**src/rtl/sound_trigger_pio.sv**
```systemverilog
// Avalon-MM trigger port for the external audio player: fires a sound ID as a
// programmable-length pulse, then waits for the player's done handshake.
module sound_trigger_pio #(
   parameter int ID_W          = 4,
   parameter int LEN_W         = 16,
   parameter int PULSE_DEFAULT = 50000
) (
   input  logic            clk,
   input  logic            reset_n,
   input  logic [1:0]      address,
   input  logic            chipselect,
   input  logic            write_n,
   input  logic [15:0]     writedata,
   output logic [15:0]     readdata,
   input  logic            sound_done,
   output logic            out_port,
   output logic [ID_W-1:0] sound_id,
   output logic            irq
);

   typedef enum logic [1:0] {IDLE, PULSE, WAIT_DONE} state_t;

   state_t            r_state;
   state_t            w_state_nxt;
   logic [LEN_W-1:0]  r_len;
   logic [LEN_W-1:0]  r_cnt;
   logic [LEN_W-1:0]  w_cnt_nxt;
   logic [ID_W-1:0]   r_id;
   logic              r_out;
   logic              r_dropped;
   logic              r_done;
   logic              r_irq_en;
   logic              r_irq;
   logic              r_sync1;
   logic              r_sync2;
   logic              r_prev;
   logic [15:0]       r_rdata;
   logic [15:0]       w_rmux;

   logic w_wr;
   logic w_cmd_wr;
   logic w_len_wr;
   logic w_st_wr;
   logic w_ctl_wr;
   logic w_abort;
   logic w_accept;
   logic w_done_edge;
   logic w_done_set;
   logic w_drop_set;

   assign w_wr        = chipselect & ~write_n;
   assign w_cmd_wr    = w_wr & (address == 2'd0);
   assign w_len_wr    = w_wr & (address == 2'd1);
   assign w_st_wr     = w_wr & (address == 2'd2);
   assign w_ctl_wr    = w_wr & (address == 2'd3);
   assign w_abort     = w_st_wr & writedata[3] & (r_state != IDLE);
   assign w_done_edge = r_sync2 & ~r_prev;

   always_comb begin
      w_state_nxt = r_state;
      w_cnt_nxt   = r_cnt;
      w_accept    = 1'b0;
      w_drop_set  = 1'b0;
      w_done_set  = 1'b0;
      unique case (r_state)
         IDLE: begin
            if (w_cmd_wr) begin
               w_accept    = 1'b1;
               w_state_nxt = PULSE;
               w_cnt_nxt   = (r_len == '0) ? LEN_W'(1) : r_len;
            end
         end
         PULSE: begin
            w_drop_set = w_cmd_wr;
            if (w_abort)
               w_state_nxt = IDLE;
            else if (r_cnt == LEN_W'(1))
               w_state_nxt = WAIT_DONE;
            else
               w_cnt_nxt = r_cnt - LEN_W'(1);
         end
         WAIT_DONE: begin
            w_drop_set = w_cmd_wr;
            // abort takes priority over a coincident completion
            if (w_abort) begin
               w_state_nxt = IDLE;
            end else if (w_done_edge) begin
               w_state_nxt = IDLE;
               w_done_set  = 1'b1;
            end
         end
         default: w_state_nxt = IDLE;
      endcase
   end

   always_ff @(posedge clk or negedge reset_n) begin
      if (!reset_n) begin
         r_state <= IDLE;
         r_cnt   <= '0;
         r_out   <= 1'b0;
         r_id    <= '0;
      end else begin
         r_state <= w_state_nxt;
         r_cnt   <= w_cnt_nxt;
         r_out   <= (w_state_nxt == PULSE);
         if (w_accept) r_id <= writedata[ID_W-1:0];
      end
   end

   always_ff @(posedge clk or negedge reset_n) begin
      if (!reset_n) begin
         r_sync1 <= 1'b0;
         r_sync2 <= 1'b0;
         r_prev  <= 1'b0;
      end else begin
         r_sync1 <= sound_done;
         r_sync2 <= r_sync1;
         r_prev  <= r_sync2;
      end
   end

   // sticky flags: a set in the same cycle as its W1C clear wins
   always_ff @(posedge clk or negedge reset_n) begin
      if (!reset_n) begin
         r_len     <= LEN_W'(PULSE_DEFAULT);
         r_dropped <= 1'b0;
         r_done    <= 1'b0;
         r_irq_en  <= 1'b0;
         r_irq     <= 1'b0;
      end else begin
         if (w_len_wr) r_len <= writedata[LEN_W-1:0];
         if (w_drop_set)
            r_dropped <= 1'b1;
         else if (w_st_wr & writedata[1])
            r_dropped <= 1'b0;
         if (w_done_set)
            r_done <= 1'b1;
         else if (w_st_wr & writedata[2])
            r_done <= 1'b0;
         if (w_ctl_wr) r_irq_en <= writedata[0];
         r_irq <= r_done & r_irq_en;
      end
   end

   always_comb begin
      w_rmux = '0;
      unique case (address)
         2'd0: w_rmux[ID_W-1:0]  = r_id;
         2'd1: w_rmux[LEN_W-1:0] = r_len;
         2'd2: w_rmux[2:0]       = {r_done, r_dropped, r_state != IDLE};
         2'd3: w_rmux[0]         = r_irq_en;
         default: w_rmux = '0;
      endcase
   end

   always_ff @(posedge clk or negedge reset_n) begin
      if (!reset_n) r_rdata <= '0;
      else          r_rdata <= w_rmux;
   end

   assign readdata = r_rdata;
   assign out_port = r_out;
   assign sound_id = r_id;
   assign irq      = r_irq;

endmodule

```
**config.mk**
```make
export PLATFORM = sky130hd
export DESIGN_NAME = sound_trigger_pio
export DESIGN_NICKNAME = d
export VERILOG_FILES = /design/src/rtl/sound_trigger_pio.sv
export SDC_FILE = /design/constraint.sdc
export NUM_CORES = 1
export LEC_CHECK = 0
export ABC_AREA = 1
export ABC_CLOCK_PERIOD_IN_PS = 1480
export CAP_MARGIN = 20
export CELL_PAD_IN_SITES_DETAIL_PLACEMENT = 1
export CELL_PAD_IN_SITES_GLOBAL_PLACEMENT = 1
export CORE_MARGIN = 3
export CORE_UTILIZATION = 37
export CTS_BUF_LIST = sky130_fd_sc_hd__clkbuf_4 sky130_fd_sc_hd__clkbuf_8
export DETAILED_ROUTE_END_ITERATION = 8
export PLACE_DENSITY_LB_ADDON = 0.3
export SLEW_MARGIN = 20
export SYNTH_ARGS = -nofsm -noshare
export SYNTH_HDL_FRONTEND = slang
export SYNTH_SLANG_ARGS = --single-unit
```
**constraint.sdc**
```tcl
create_clock -name clk -period 1.48 [get_ports clk]
set_input_delay 0.148 -clock clk [delete_from_list [all_inputs] [get_ports clk]]
set_output_delay 0.148 -clock clk [all_outputs]
set_load 0.02 [all_outputs]
```
==> impl_results.rst, run 1 <==
.. list-table::
   :header-rows: 1

   * - Metric
     - Value
   * - Mapped Area
     - 0.00310 sq mm
   * - Sink count of the clock tree
     - 62
   * - Final period demand of the worst path
     - around 1.6 ns
   * - Placed wire-length estimate
     - a little over 7 mm
   * - Number of port buffers
     - 44
   * - Most common cell after layout, fill and taps aside
     - sky130_fd_sc_hd__nand2_1
   * - Gp weighted congestion
     - about 0.85
   * - Hold/Removal Path Class
     - input port to flip-flop
   * - WP data arrival
     - 1.83 ns
   * - Run status
     - complete, but fails checks
   * - First-iteration detailed-routing DRC count
     - approximately 110
   * - Max-slew headroom at the worst pin
     - 0.766
   * - GR Util All Layers
     - 0.216
   * - Failing checks
     - setup timing
   * - First-pass GRT wire length
     - 16.4 mm
   * - Commonest non-fill, non-tap cells in the layout
     - sky130_fd_sc_hd__nand2_1, sky130_fd_sc_hd__dfrtp_1, sky130_fd_sc_hd__nor2_1
   * - Kind of critical path
     - flip-flop to flip-flop
   * - Worst IR Drop VDD
     - ~0.00064 V
   * - Critical path startpoint category
     - flip-flop
   * - Finished Layout Cells
     - 599
   * - Via-per-instance ratio
     - between 4 and 5
   * - Number of max-cap violations
     - 0
   * - Remaining design rule violation count
     - 0
   * - Total CTS buffers
     - 9
   * - Total via count after detailed routing
     - ~3,000
   * - Clock-pin transition on the worst setup and hold timing paths
     - 0.07 ns
   * - Vertical extent of the die
     - just under 100 microns
   * - Ports
     - 45
   * - Post-placement worst setup slack
     - -0.238 ns
   * - Number of hold violations in the final report
     - 0
   * - Final worst-path setup slack
     - -0.0798 ns
   * - Die area
     - 0.00952 sq mm
   * - Post-synthesis to final-layout area growth
     - 42.0%
   * - Per-instance average area after synthesis
     - just under 8 sq um
   * - Final setup fails
     - 16
   * - Tot Pwr
     - between 7000 and 8000 uW
   * - Library cells used by synthesis
     - 28
   * - Vias in the first global route
     - around 3,400
   * - Number of nets with antenna violations after detailed routing
     - 0
   * - Number of detailed-routing iterations run before antenna repair
     - 4
   * - Worst endpoint required time
     - about 1.8 ns
   * - TritonCTS clock tree
     - built
   * - WL per Instance
     - approximately 17 microns
   * - PD cells
     - ~1700 mW/mm^2
   * - Antenna Cells
     - 0
   * - Measured slew at the worst slew-check pin
     - ~0.35 ns
   * - Number of synthesized register bits
     - 62
   * - Final period util
     - 1.05
   * - Net count of the mapped netlist
     - 425
   * - Post-route cell area
     - ~0.0044 sq mm
   * - Number of instances in the synthesized netlist
     - ~400
   * - Initial cell density of the core
     - 0.392
   * - Peak Freq
     - about 0.64 GHz
   * - Layout Nets
     - approximately 520
   * - Placement Cell Area
     - 0.00402 sq mm
   * - Pin count of the biggest net entering global routing
     - 63
   * - Clock Skews
     - approximately 0.0065 ns
   * - Global route overflow
     - 0
   * - Leakage
     - 0.00219 uW
   * - Root Buffer Master
     - sky130_fd_sc_hd__clkbuf_8
   * - Die extent in x
     - 97.6 microns
   * - Sequential share of the synthesized area
     - 0.502
   * - Max-slew violation count
     - 0
   * - Synth warn
     - 0
   * - Critical Path Sink Type
     - flip-flop
   * - Cell row count
     - 32
   * - Initial antenna violation count
     - 0
   * - Share of final-layout standard cells stronger than drive strength 1
     - 0.268
   * - Cell count after placement
     - 580
   * - Routed wire length
     - between 10 and 15 mm
   * - Final setup TNS
     - -0.852 ns
   * - Biggest fanout along the worst timing path
     - 8
   * - Clock latency on the worst-skew pair
     - around 0.35 ns
   * - RSZ-0062 raised after global routing
     - true
   * - CTS H-tree depth
     - 3
   * - CTS Buffer Depth
     - 2
   * - Std-Cell Core Area
     - around 0.0079 sq mm
-- sequential cells by signal (all words and copies together), names as in the netlist, 2 cells and up --
signal,count
r_cnt,16
r_len,16
r_state,2
readdata,16
sound_id,4
-- what timing repair did --
action                     4_1_cts  5_1_grt
gates resized for setup         30       35
setup endpoints to repair       21       20
buffers inserted                 1        3
hold buffers                     1        0
pin swaps                        6        5
hold endpoints to repair        56        0
-- worst paths after layout --
check / cells after the start / start / end / slack, ns
max in group asynchronous: 3 / reset_n / r_len[14]$_DFFE_PN1P_ / 0.80
setup reg to reg: 9 / r_state[1]$_DFF_PN0_ / r_cnt[3]$_DFFE_PN0P_ / -0.08
min in group asynchronous: 3 / reset_n / r_sync2$_DFF_PN0_ / 0.33
hold reg to reg: 0 / r_sync1$_DFF_PN0_ / r_sync2$_DFF_PN0_ / 0.36
setup / recovery: 9 / r_state[1]$_DFF_PN0_ / r_cnt[3]$_DFFE_PN0P_ / -0.08
hold / removal: 1 / sound_done / r_sync1$_DFF_PN0_ / 0.26
-- final cells by class --
| type | count | area (sq um) |
|---|---|---|
| clock buffer | 12 | 159 |
| clock inverter | 3 | 20.0 |
| fill | 957 | 3520 |
| timing repair buffer | 97 | 898 |
| multi-input combinational | 271 | 1450 |
| tap | 102 | 128 |
| inverter | 52 | 198 |
| sequential | 62 | 1560 |
-- power breakdown --
part / internal [uW] / leakage, uW / switching (uW)
combinational: 1580 / 0.00134 / 2240
sequential: 2150 / 0.000762 / 312
clock: 705 / 0.0000879 / 663
total: 4440 / 0.00219 / 3220
-- routing by layer --
layer,share of wire,global-route usage
met5,0,0
met4,0.035,0.0948
met3,0.044,0.0467
met2,0.49,0.364
met1,0.44,0.264
-- Yosys cell counts --
master / number / area, sq um
sky130_fd_sc_hd__nand3_1: 29 / 145
sky130_fd_sc_hd__nor2_2: 2 / 12.5
sky130_fd_sc_hd__nand2_2: 2 / 12.5
sky130_fd_sc_hd__o21bai_1: 1 / 7.51
sky130_fd_sc_hd__o21ai_0: 23 / 115
sky130_fd_sc_hd__clkbuf_1: 6 / 22.5
sky130_fd_sc_hd__nor3_1: 1 / 5.00
sky130_fd_sc_hd__o22ai_1: 1 / 6.26
sky130_fd_sc_hd__nand4_1: 7 / 43.8
sky130_fd_sc_hd__nor2_1: 59 / 221
sky130_fd_sc_hd__o211ai_1: 2 / 15.0
sky130_fd_sc_hd__inv_1: 51 / 191
sky130_fd_sc_hd__a21oi_1: 16 / 80.1
sky130_fd_sc_hd__buf_1: 1 / 3.75
sky130_fd_sc_hd__ha_1: 6 / 75.1
sky130_fd_sc_hd__o21ai_2: 7 / 61.3
sky130_fd_sc_hd__dfrtp_1: 56 / 1400
sky130_fd_sc_hd__buf_6: 3 / 33.8
sky130_fd_sc_hd__nor2_8: 1 / 20.0
sky130_fd_sc_hd__nand3_2: 1 / 10.0
sky130_fd_sc_hd__inv_2: 1 / 3.75
sky130_fd_sc_hd__dfstp_2: 6 / 158
sky130_fd_sc_hd__o2111ai_1: 1 / 8.76
sky130_fd_sc_hd__buf_2: 1 / 5.00
sky130_fd_sc_hd__nand2_1: 108 / 405
sky130_fd_sc_hd__a21oi_2: 1 / 8.76
sky130_fd_sc_hd__nor2_4: 2 / 22.5
sky130_fd_sc_hd__xor2_1: 1 / 8.76
-- metrics by stage --
stage / hold slack [ns] / utilization
floorplan: -0.148 / -
global placement: 0.183 / 0.507
detailed placement: 0.187 / 0.507
CTS: 0.228 / 0.542
global route: 0.248 / 0.556
finish: 0.261 / 0.556
-- cells by family (layout without fill, tap and decap cells) --
logic type	Yosys count	after routing	synth area share
AO/OA/AOI/OAI	52	52	0.0975
XOR/XNOR	1	1	0.00282
adder cells (fa/ha/maj)	6	6	0.0242
buffers and inverters	63	164	0.0838
flip-flops	62	62	0.502
AND/OR/NAND/NOR	212	212	0.289
-- critical path: stages, from the launching register on --
cell,delay (ns)
sky130_fd_sc_hd__dfrtp_1,0.39
sky130_fd_sc_hd__inv_2,0.12
sky130_fd_sc_hd__ha_4,0.20
sky130_fd_sc_hd__nor2_2,0.06
sky130_fd_sc_hd__nand4_1,0.10
sky130_fd_sc_hd__nand2_2,0.10
sky130_fd_sc_hd__nor2_4,0.18
sky130_fd_sc_hd__buf_6,0.19
sky130_fd_sc_hd__nand2_2,0.07
sky130_fd_sc_hd__o21ai_2,0.06
(Power assumes the default switching activity.)
==> run 2, diff against run 1 <==
- ABC_CLOCK_PERIOD_IN_PS: 1480 -> 1950
- CELL_PAD_IN_SITES_DETAIL_PLACEMENT: 1 -> not set
- CELL_PAD_IN_SITES_GLOBAL_PLACEMENT: 1 -> not set
- CORE_UTILIZATION: 37 -> 61
- RECOVER_POWER: not set -> 25
- clock period: 1.48 -> 1.95 ns (I/O delays scaled with it)
==> impl_results.rst, run 2 (synthesis gave the netlist of run 1 again) <==
.. list-table::
   :header-rows: 1

   * - Metric
     - Value
   * - Run status
     - complete, no violations
   * - Root Buffer Master
     - sky130_fd_sc_hd__clkbuf_8
   * - Worst endpoint required time
     - around 2.2 ns
   * - Clock latency on the worst-skew pair
     - approximately 0.35 ns
   * - Remaining design rule violation count
     - 0
   * - Share of final-layout standard cells stronger than drive strength 1
     - 0.102
   * - Max-slew headroom at the worst pin
     - 0.214
   * - Final period util
     - 0.896
   * - Ports
     - 45
   * - Final worst-path setup slack
     - a little over 0.2 ns
   * - Initial cell density of the core
     - 0.644
   * - Total CTS buffers
     - 9
   * - Final period demand of the worst path
     - between 1.5 and 2 ns
   * - WP data arrival
     - around 2.0 ns
   * - WL per Instance
     - about 14 microns
   * - Critical Path Sink Type
     - flip-flop
   * - Max-slew violation count
     - 0
   * - Number of detailed-routing iterations run before antenna repair
     - 6
   * - Final setup fails
     - 0
   * - Critical path startpoint category
     - flip-flop
   * - TritonCTS clock tree
     - built
   * - Die area
     - between 0.005 and 0.006 sq mm
   * - Placed wire-length estimate
     - approximately 5.4 mm
   * - Number of port buffers
     - 44
   * - Hold/Removal Path Class
     - flip-flop to flip-flop
   * - FILL cells
     - around 340
   * - Vertical extent of the die
     - roughly 77 microns
   * - Routed wire length
     - about 7.5 mm
   * - Pin count of the biggest net entering global routing
     - 43
   * - Antenna Cells
     - 0
   * - Biggest fanout along the worst timing path
     - 13
   * - CTS H-tree depth
     - 3
   * - Final setup TNS
     - 0 ns
   * - Std-Cell Core Area
     - 0.00482 sq mm
   * - Via-per-instance ratio
     - around 5.3
   * - Post-placement worst setup slack
     - between 0.1 and 0.15 ns
   * - PD cells
     - about 1300 mW/mm^2
   * - Number of max-cap violations
     - 0
   * - Gp weighted congestion
     - roughly 0.9
   * - First-iteration detailed-routing DRC count
     - between 200 and 250
   * - Clock Skews
     - ~0.0083 ns
   * - Worst IR Drop VDD
     - around 0.0009 V
   * - Total via count after detailed routing
     - 2,780
   * - Post-CTS resize count
     - 0
   * - Cell row count
     - 25
   * - Commonest non-fill, non-tap cells in the layout
     - sky130_fd_sc_hd__nand2_1, sky130_fd_sc_hd__nor2_1, sky130_fd_sc_hd__dfrtp_1
   * - Die extent in x
     - a little under 80 microns
   * - Peak Freq
     - between 0.5 and 0.6 GHz
   * - Initial antenna violation count
     - 0
   * - Number of hold violations in the final report
     - 0
   * - Setup repair bufs after CTS
     - 0
   * - Leakage
     - 0.00191 uW
   * - GR Util All Layers
     - 0.275
   * - CTS Buffer Depth
     - 2
   * - Post-synthesis to final-layout area growth
     - 23.8%
   * - Layout Nets
     - about 480
   * - RSZ-0062 raised after global routing
     - false
   * - Tot Pwr
     - just under 5000 uW
   * - Most common cell after layout, fill and taps aside
     - sky130_fd_sc_hd__nand2_1
   * - Global route overflow
     - 0
   * - Measured slew at the worst slew-check pin
     - 1.18 ns
   * - Number of nets with antenna violations after detailed routing
     - 0
   * - Cts-stage hold buffer count
     - 1
   * - Worst-case register-to-register setup slack
     - ~0.20 ns
   * - Sink count of the clock tree
     - 62
   * - Clock-pin transition on the worst setup and hold timing paths
     - about 0.07 ns
   * - Vias in the first global route
     - roughly 2,700
   * - First-pass GRT wire length
     - roughly 13 mm
   * - Kind of critical path
     - flip-flop to flip-flop
run 2: cell count changes in the layout (fill, tap and decap cells not counted), moves of 5 or more:
cell                      delta
sky130_fd_sc_hd__inv_1       +6
sky130_fd_sc_hd__buf_4      -39
sky130_fd_sc_hd__nor2_1     +13
sky130_fd_sc_hd__nor2_2      -9
sky130_fd_sc_hd__inv_2       -5
sky130_fd_sc_hd__nand2_1    +13
sky130_fd_sc_hd__nand2_2    -12
run 2: routing by layer:
layer  wire [microns]  vias to the layer above  track usage
li1                 -                     1356            -
met1             3450                     1296        0.393
met2             3460                      115        0.416
met3              489                       13       0.0580
met4              118                        0        0.103
met5                0                        -            0
run 2: stage by stage:
| step | area [sq um] | hold WS (ns) | util | std cells |
|---|---|---|---|---|
| floorplan | 3100 | -0.101 | - | 396 |
| global placement | 3640 | 0.180 | 0.755 | 503 |
| detailed placement | 3640 | 0.180 | 0.755 | 503 |
| CTS | 3840 | 0.283 | 0.798 | 520 |
| global route | 3840 | 0.356 | 0.798 | 520 |
| finish | 3840 | 0.349 | 0.798 | 520 |
run 2: final timing paths:
kind,start,to,depth (start not counted)
setup / recovery,r_cnt[7]$_DFFE_PN0P_,r_cnt[14]$_DFFE_PN0P_,9
hold / removal,r_sync1$_DFF_PN0_,r_sync2$_DFF_PN0_,0
setup reg to reg,r_cnt[7]$_DFFE_PN0P_,r_cnt[14]$_DFFE_PN0P_,9
hold reg to reg,r_sync1$_DFF_PN0_,r_sync2$_DFF_PN0_,0
max in group asynchronous,reset_n,r_len[6]$_DFFE_PN1P_,3
min in group asynchronous,reset_n,readdata[1]$_DFF_PN0_,2
run 2: report_power, final:
group	total, uW	leakage [uW]	internal (uW)	switching [uW]
combinational	1910	0.00106	718	1190
sequential	1940	0.000763	1630	305
clock	1120	0.0000914	590	529
total	4970	0.00191	2940	2030
run 2: layout make-up:
cell class / instances / area, sq um / area share
Inverter: 52 / 195 / 0.0508
Multi-Input combinational cell: 271 / 1280 / 0.334
Tap cell: 67 / 83.8 / 0.0218
Timing Repair Buffer: 52 / 522 / 0.136
Sequential cell: 62 / 1560 / 0.406
Clock buffer: 9 / 124 / 0.0322
Clock inverter: 7 / 75.1 / 0.0195
run 2: critical path, cell delays in order (launching register included):
cell and delay (ns):
sky130_fd_sc_hd__dfrtp_1 0.47, sky130_fd_sc_hd__nor2_2 0.20, sky130_fd_sc_hd__nand2_1 0.07, sky130_fd_sc_hd__nor2_1 0.21, sky130_fd_sc_hd__nand3_2 0.20, sky130_fd_sc_hd__inv_1 0.15
sky130_fd_sc_hd__nor2_4 0.06, sky130_fd_sc_hd__buf_12 0.14, sky130_fd_sc_hd__nand3_1 0.07, sky130_fd_sc_hd__nand2_1 0.06
==> run 3, diff against run 2 <==
- PLACE_DENSITY_LB_ADDON: 0.3 -> 0.15
==> impl_results.rst, run 3 (synthesis gave the netlist of run 1 again) <==
.. list-table::
   :header-rows: 1

   * - Metric
     - Value
   * - WP data arrival
     - around 2 ns
   * - Cts-stage hold buffer count
     - 1
   * - Sequential group share of total power
     - 0.377
   * - Total CTS buffers
     - 9
   * - PD cells
     - ~1300 mW/mm^2
   * - WL per Instance
     - between 10 and 15 microns
   * - Number of nets with antenna violations after detailed routing
     - 0
   * - Final worst-path setup slack
     - ~0.20 ns
   * - Post-synthesis to final-layout area growth
     - 24.1%
   * - Number of max-cap violations
     - 0
   * - Setup repair bufs after CTS
     - 0
   * - Std-Cell Core Area
     - 0.00482 sq mm
   * - Die extent in x
     - a little under 80 microns
   * - RSZ-0062 raised after global routing
     - false
   * - Ports
     - 45
   * - Remaining design rule violation count
     - 0
   * - Gp weighted congestion
     - between 0.8 and 0.9
   * - Max-slew headroom at the worst pin
     - 0.116
   * - Kind of critical path
     - flip-flop to flip-flop
   * - Switching power summed over all nets
     - about 2000 uW
   * - Hold/Removal Path Class
     - flip-flop to flip-flop
   * - Worst endpoint required time
     - between 2 and 2.5 ns
   * - CTS H-tree depth
     - 3
   * - Clock Skews
     - just over 0.005 ns
   * - Finished Layout Cells
     - 520
   * - Run status
     - complete, no violations
   * - Share of final-layout standard cells stronger than drive strength 1
     - 0.104
   * - Total via count after detailed routing
     - approximately 2,800
   * - Worst IR Drop VDD
     - 0.000779 V
   * - Sink count of the clock tree
     - 62
   * - Post-placement worst setup slack
     - 0.119 ns
   * - Placed wire-length estimate
     - between 5 and 6 mm
   * - Initial antenna violation count
     - 0
   * - Final period util
     - 0.900
   * - Antenna Cells
     - 0
   * - Measured slew at the worst slew-check pin
     - between 1 and 1.5 ns
   * - Number of detailed-routing iterations run before antenna repair
     - 7
   * - Vias in the first global route
     - between 2,000 and 3,000
   * - Cell row count
     - 25
   * - Cell count after placement
     - ~500
   * - Pin count of the biggest net entering global routing
     - 63
   * - Logic gate share of total power
     - 0.376
   * - First-iteration detailed-routing DRC count
     - about 190
   * - Die area
     - roughly 0.006 sq mm
   * - Layout Nets
     - roughly 480
   * - Root Buffer Master
     - sky130_fd_sc_hd__clkbuf_8
   * - Final setup TNS
     - 0 ns
   * - Vertical extent of the die
     - roughly 77 microns
   * - Clock latency on the worst-skew pair
     - 0.34 ns
   * - Critical path startpoint category
     - flip-flop
   * - Commonest non-fill, non-tap cells in the layout
     - sky130_fd_sc_hd__nand2_1, sky130_fd_sc_hd__nor2_1, sky130_fd_sc_hd__dfrtp_1
   * - Routed wire length
     - about 7.7 mm
   * - First-pass GRT wire length
     - about 13 mm
   * - Number of port buffers
     - 44
   * - Via-per-instance ratio
     - ~5.5
   * - CTS Buffer Depth
     - 2
   * - Initial cell density of the core
     - 0.644
   * - Peak Freq
     - ~0.57 GHz
   * - GR Util All Layers
     - 0.283
   * - TritonCTS clock tree
     - built
   * - Biggest fanout along the worst timing path
     - 6
   * - Share of total power consumed by net switching
     - 0.397
   * - Post-CTS resize count
     - 0
   * - Clock group share of total power
     - 0.247
   * - Leakage
     - around 0.0019 uW
   * - Max-slew violation count
     - 0
   * - Number of hold violations in the final report
     - 0
   * - Final period demand of the worst path
     - roughly 1.8 ns
   * - Most common cell after layout, fill and taps aside
     - sky130_fd_sc_hd__nand2_1
   * - Global route overflow
     - 0
   * - Internal power component
     - between 3000 and 4000 uW
   * - Final setup fails
     - 0
   * - Clock-pin transition on the worst setup and hold timing paths
     - ~0.070 ns
   * - Critical Path Sink Type
     - flip-flop
## run 3: cell count changes in the layout (fill, tap and decap cells not counted)
cell,delta
sky130_fd_sc_hd__bufinv_16,+1
sky130_fd_sc_hd__inv_6,+1
sky130_fd_sc_hd__clkbuf_1,-1
sky130_fd_sc_hd__buf_2,+2
sky130_fd_sc_hd__clkinvlp_4,-1
sky130_fd_sc_hd__clkinv_4,-1
sky130_fd_sc_hd__buf_12,-1
## run 3: worst max-delay path, cell delays in order, from the launching register on
cell and delay [ns]:
sky130_fd_sc_hd__dfrtp_1 0.43, sky130_fd_sc_hd__nor2_1 0.20, sky130_fd_sc_hd__nand2_1 0.11, sky130_fd_sc_hd__nor2_1 0.26, sky130_fd_sc_hd__nand3_2 0.18, sky130_fd_sc_hd__inv_1 0.14, sky130_fd_sc_hd__nor2_4 0.05, sky130_fd_sc_hd__buf_4 0.15
sky130_fd_sc_hd__nand2_1 0.08, sky130_fd_sc_hd__o21ai_2 0.05
## run 3: power groups by stage
stage | combinational, uW | clock (uW) | sequential, uW
global route | 2170 | 1320 | 1960
global placement | 1820 | 0 | 1920
detailed placement | 1890 | 0 | 1930
floorplan | 1260 | 0 | 1940
CTS | 1910 | 1270 | 1910
finish | 1910 | 1260 | 1920
## run 3: final timing paths
kind,start,endpoint,slack (ns),cells past startpoint
max in group asynchronous,reset_n,r_cnt[10]$_DFFE_PN0P_,0.36,3
worst min-delay path,r_sync1$_DFF_PN0_,r_sync2$_DFF_PN0_,0.35,0
worst min register to register,r_sync1$_DFF_PN0_,r_sync2$_DFF_PN0_,0.35,0
worst max-delay path,r_cnt[10]$_DFFE_PN0P_,r_cnt[3]$_DFFE_PN0P_,0.20,9
worst max register to register,r_cnt[10]$_DFFE_PN0P_,r_cnt[3]$_DFFE_PN0P_,0.20,9
min in group asynchronous,reset_n,r_cnt[1]$_DFFE_PN0P_,0.78,3
## run 3: layer usage
layer | GRT usage | vias to the layer above | part of all wire
met4 | 0.123 | 0 | 0.020
met2 | 0.449 | 100 | 0.48
met3 | 0.0638 | 13 | 0.054
li1 | - | 1349 | -
met5 | 0 | - | 0
met1 | 0.374 | 1375 | 0.45
## run 3: cell type report
type                    count  area [sq um]
clock buffers               9           124
clock inverters             7          97.6
fillers                   349           965
inverters                  52           195
multi-input cells         271          1280
flip-flops and latches     62          1560
well taps                  67          83.8
repair buffers             52           508
## run 3: metrics by stage
stage               hold slack [ns]  cell area, sq um  utilization  power [uW]
finish                        0.354              3850        0.800        5090
global route                  0.366              3850        0.800        5450
CTS                           0.287              3870        0.803        5090
detailed placement            0.233              3640        0.755        3820
global placement              0.225              3640        0.755        3740
floorplan                    -0.101              3100            -        3200
